$ cat src/rtl/wb_port_arbiter.sv
// Register-file write-port arbiter: memory results win, losing ALU results queue in order.
// Optional saturating conflict counter enabled by WB_CONFLICT_STATS_EN.
module wb_port_arbiter #(
    parameter int unsigned DEPTH = 2,
    parameter int unsigned AW    = 3,
    parameter int unsigned DW    = 16
) (
    input  logic                        clk,
    input  logic                        reset,
    input  logic                        dm_valid,
    input  logic [AW-1:0]               dm_rd,
    input  logic [DW-1:0]               ans_dm,
    input  logic                        alu_valid,
    input  logic [AW-1:0]               alu_rd,
    input  logic [DW-1:0]               alu_data,
    output logic                        alu_stall,
    output logic                        rf_we,
    output logic [AW-1:0]               rf_addr,
    output logic [DW-1:0]               rf_wdata,
    output logic [$clog2(DEPTH):0]      pend_cnt,
    output logic [15:0]                 conflict_cnt
);
    localparam int unsigned PW = $clog2(DEPTH);
    localparam int unsigned CW = PW + 1;

    typedef enum logic {RUN, DRAIN} state_t;

    state_t              state;
    logic [AW+DW-1:0]    mem [DEPTH];
    logic [PW-1:0]       rd_ptr;
    logic [PW-1:0]       wr_ptr;
    logic                alu_acc;
    logic                dm_live;
    logic                pop;
    logic                push;
    logic [CW-1:0]       cnt_nxt;
    logic [AW-1:0]       head_rd;
    logic [DW-1:0]       head_data;

    // Accept/drop decisions and FIFO movement for this cycle; rd==0 requests vanish here.
    always_comb begin
        alu_acc   = alu_valid && !alu_stall && (alu_rd != '0);
        dm_live   = dm_valid && (dm_rd != '0);
        pop       = (state == DRAIN) && !dm_live;
        push      = alu_acc && (dm_live || (state == DRAIN));
        cnt_nxt   = pend_cnt + CW'(push) - CW'(pop);
        {head_rd, head_data} = mem[rd_ptr];
    end

    always_ff @(posedge clk) begin
        if (reset) begin
            state     <= RUN;
            rd_ptr    <= '0;
            wr_ptr    <= '0;
            pend_cnt  <= '0;
            alu_stall <= 1'b0;
            rf_we     <= 1'b0;
            rf_addr   <= '0;
            rf_wdata  <= '0;
        end else begin
            rf_we <= dm_live || pop || alu_acc;
            if (dm_live) begin
                rf_addr  <= dm_rd;
                rf_wdata <= ans_dm;
            end else if (pop) begin
                rf_addr  <= head_rd;
                rf_wdata <= head_data;
            end else if (alu_acc) begin
                rf_addr  <= alu_rd;
                rf_wdata <= alu_data;
            end
            if (push) wr_ptr <= wr_ptr + PW'(1);
            if (pop)  rd_ptr <= rd_ptr + PW'(1);
            pend_cnt  <= cnt_nxt;
            alu_stall <= (cnt_nxt == CW'(DEPTH));
            case (state)
                RUN:     if (push && !pop) state <= DRAIN;
                DRAIN:   if (pop && !push && (pend_cnt == CW'(1))) state <= RUN;
                default: state <= RUN;
            endcase
        end
    end

    // Pending storage needs no reset: occupancy alone decides what is valid.
    always_ff @(posedge clk) begin
        if (push) mem[wr_ptr] <= {alu_rd, alu_data};
    end

`ifdef WB_CONFLICT_STATS_EN
    // Counts ALU results that lost the port plus cycles an ALU result sat stalled.
    always_ff @(posedge clk) begin
        if (reset) begin
            conflict_cnt <= '0;
        end else if ((push || (alu_valid && alu_stall)) && (conflict_cnt != 16'hFFFF)) begin
            conflict_cnt <= conflict_cnt + 16'd1;
        end
    end
`else
    assign conflict_cnt = '0;
`endif

endmodule

$ cat config.mk
export PLATFORM = sky130hd
export DESIGN_NAME = wb_port_arbiter
export DESIGN_NICKNAME = d
export VERILOG_FILES = /design/src/rtl/wb_port_arbiter.sv
export SDC_FILE = /design/constraint.sdc
export NUM_CORES = 1
export LEC_CHECK = 0
export BUFFER_PORTS_ARGS = -buffer_cell sky130_fd_sc_hd__clkbuf_2
export CAP_MARGIN = 20
export CORE_MARGIN = 5
export CORE_UTILIZATION = 55
export DETAILED_ROUTE_END_ITERATION = 12
export GPL_ROUTABILITY_DRIVEN = 1
export PLACE_DENSITY = 0.83
export SLEW_MARGIN = 20
export SYNTH_ARGS = -nofsm -noshare
export SYNTH_HDL_FRONTEND = slang
export SYNTH_SLANG_ARGS = --single-unit
$ cat constraint.sdc
create_clock -name clk -period 6.4 [get_ports clk]
set_input_delay 1.28 -clock clk [delete_from_list [all_inputs] [get_ports clk]]
set_output_delay 1.28 -clock clk [all_outputs]
set_load 0.01 [all_outputs]
==> results.txt <==
# IOs - 81
Critical Path Fanout Max - 37
hold_buf cts - 0
ratio of cells with drive above 1 in the final layout - 0.281
DR top layer - met4
post-synthesis cell type count - 28
Routed WL - 6020 um
pre-CTS WS - 3.03 ns
# diodes - 0
Port Buf Inserts - 64
Syn Area/Cell - 11.6 um2
Clock Skews - 0.0111 ns
Clk pwr share - 0.310
Layout area overhead - 15.2%
Leak - 1.31 nW
grt ovf - 0
Clock Sinks - 65
Max Slew Vio Count - 0
Sw Pwr - 262 uW
first-pass GRT wire length - 9380 um
H-tree Lvls - 3
WP data required - 6.36 ns
worst skew pair latency - 0.35 ns
pin count of the biggest net entering global routing - 38
DP HPWL - 4000 um
Tot GR Track Use - 0.190
fin crit share - 0.473
iteration-0 DRC count of the detailed router - 110
Worst-Margin Slew - 1.10 ns
total core area - 0.00504 mm2
sequential share of the synthesized area - 0.594
CTS clock-pin slew for the worst setup and hold paths - 0.06 ns
Nets - 351
status - finished clean
synth warn - 0
switch share - 0.275
placed cell areas - 0.00310 mm2
hold violation total from the final report - 0
initial antenna violation count - 0
total power - 952 uW
Final setup viols - 0
Power Dens Cells - 292 mW/mm2
combinational fraction of design power - 0.157
Die H - 81.8 um
WS Path Type - in -> reg
Tmin final - 3.03 ns
Inst Count DP - 364
Seq pwr share - 0.533
Worst path max stage delay - 0.85 ns
CP Data Arrival Time - 2.99 ns
Mapped Cells - 245
post-CTS setup buffers - 0
Yosys reg bits - 65
WL/cell - 15.8 um
Mapped Area - 0.00283 mm2
worst min path class - reg -> reg
CTS tree - done
non-filler cells, final - 380
number of buffers created by CTS - 9
drt pass-1 iters - 4
cells resized by post-CTS repair - 0
Final Worst Setup Slack - 3.37 ns
peak supply drop - 0.241 mV
Slowest-stage cell, CP - nor2_2
DR WL met2 - 2970 um
via count - 2010
WHS - 0.505 ns
Max Clock Freq - 330 MHz
Clock Path Buffers - 2
Cell Rows - 26
final core occ - 0.647
clock root buffer - clkbuf_8
Slew Limit Headroom - 0.264
Starting Density - 0.562
Via density - 5.29
DRT met1 WL - 2560 um
die width - 81.8 um
max_cap viols - 0
design area - 0.00326 mm2
met3 wire len - 434 um
vias in the first global route - 1944
crit-path cells - clkbuf_2 -> o31a_1 -> buf_4 -> o211ai_2 -> nor2_2
Die ar. - 0.00669 mm2
DR DRC count - 0
RSZ-0062 raised after global routing - false
setup TNS - 0 ns
GPL Wtd Cong - 0.753
Pint - 690 uW
crit start category - input pin
Setup crit end kind - register
post-route ant nets - 0
==> per-layer routing <==
| layer | track usage | vias to the layer above |
|---|---|---|
| met5 | 0 | - |
| met4 | 0.0930 | 0 |
| met3 | 0.0526 | 7 |
| met2 | 0.296 | 73 |
| met1 | 0.243 | 960 |
| li1 | - | 970 |
==> synth_stat cells <==
master	n	area share
o211ai_2	1	0.0044
inv_1	5	0.0066
ha_1	4	0.018
a32oi_1	1	0.0031
or3_4	1	0.0040
o31a_1	1	0.0031
buf_6	3	0.012
nand3_1	1	0.0018
o31ai_1	1	0.0027
xnor2_1	3	0.0093
nor2b_1	3	0.0066
conb_1	1	0.0013
mux2i_1	19	0.067
dfxtp_1	27	0.19
a211oi_2	4	0.018
xor2_1	1	0.0031
a211oi_1	19	0.050
a21oi_1	18	0.032
edfxtp_1	38	0.40
clkbuf_1	6	0.0079
nand4b_1	1	0.0031
nand2_1	16	0.021
a211o_4	1	0.0062
nor3_1	1	0.0018
nor2_1	32	0.042
buf_2	4	0.0071
o21ai_0	15	0.027
buf_4	18	0.048
==> cells by family after synthesis <==
kind of cell,after synthesis,synth area share
compound gates,61,0.146
xor+xnor,4,0.0124
fa+ha+maj,4,0.0177
buf+inv,36,0.0813
flops,65,0.594
mux,19,0.0671
other cells,1,0.00132
simple gates,55,0.0808
==> cells in the final DEF, fill, tap and decap left out, types with 2 or more instances in the layout <==
cell type	instances
mux2i_1	19
nor2_1	30
dfxtp_1	27
xnor2_1	3
clkbuf_1	2
ha_1	4
inv_1	5
clkinv_2	3
edfxtp_1	38
clkbuf_8	10
o21ai_0	15
nand2_1	16
a211oi_1	19
nor2_2	2
clkbuf_2	64
conb_1	16
a211oi_2	4
a21oi_1	18
nor2b_1	3
==> cell type report <==
cell class | instances | area, um2
tap | 70 | 87.6
multi-input combinational | 159 | 982
fill | 384 | 1780
inverter | 5 | 18.8
clock inverter | 4 | 18.8
timing repair buffer | 65 | 328
sequential | 65 | 1680
clock buffer | 12 | 145
==> power groups by stage <==
| stage | clock (mW) | sequential (mW) | combinational (mW) |
|---|---|---|---|
| final | 0.295 | 0.508 | 0.149 |
| after global routing | 0.316 | 0.512 | 0.167 |
| after CTS | 0.298 | 0.507 | 0.150 |
| after detailed placement | 0 | 0.516 | 0.148 |
| after global placement | 0 | 0.513 | 0.145 |
| after floorplan | 0 | 0.511 | 0.108 |
==> worst paths after layout <==
kind / startpoint / cells after the start / slack (ns) / to
worst max-delay path: dm_valid / 5 / 3.37 / mem[0][7]
worst min register to register: rf_wdata[7] / 2 / 0.50 / rf_wdata[7]
worst min-delay path: rf_wdata[7] / 2 / 0.50 / rf_wdata[7]
worst max register to register: state / 2 / 3.80 / mem[0][7]
==> state kept, by name, indices dropped and copies added, names as in the netlist, named ones only <==
register	cells
mem	38
rf_wdata	16
rf_addr	3
pend_cnt	2
alu_stall	1
rd_ptr	1
rf_we	1
state	1
wr_ptr	1
==> worst max-delay path: cells and delay by family <==
| kind | cells | cell delay (ns) |
|---|---|---|
| buf+inv | 2 | 0.48 |
| simple gates | 1 | 0.85 |
| compound gates | 2 | 0.37 |
Power figures use the tool's default switching activity.
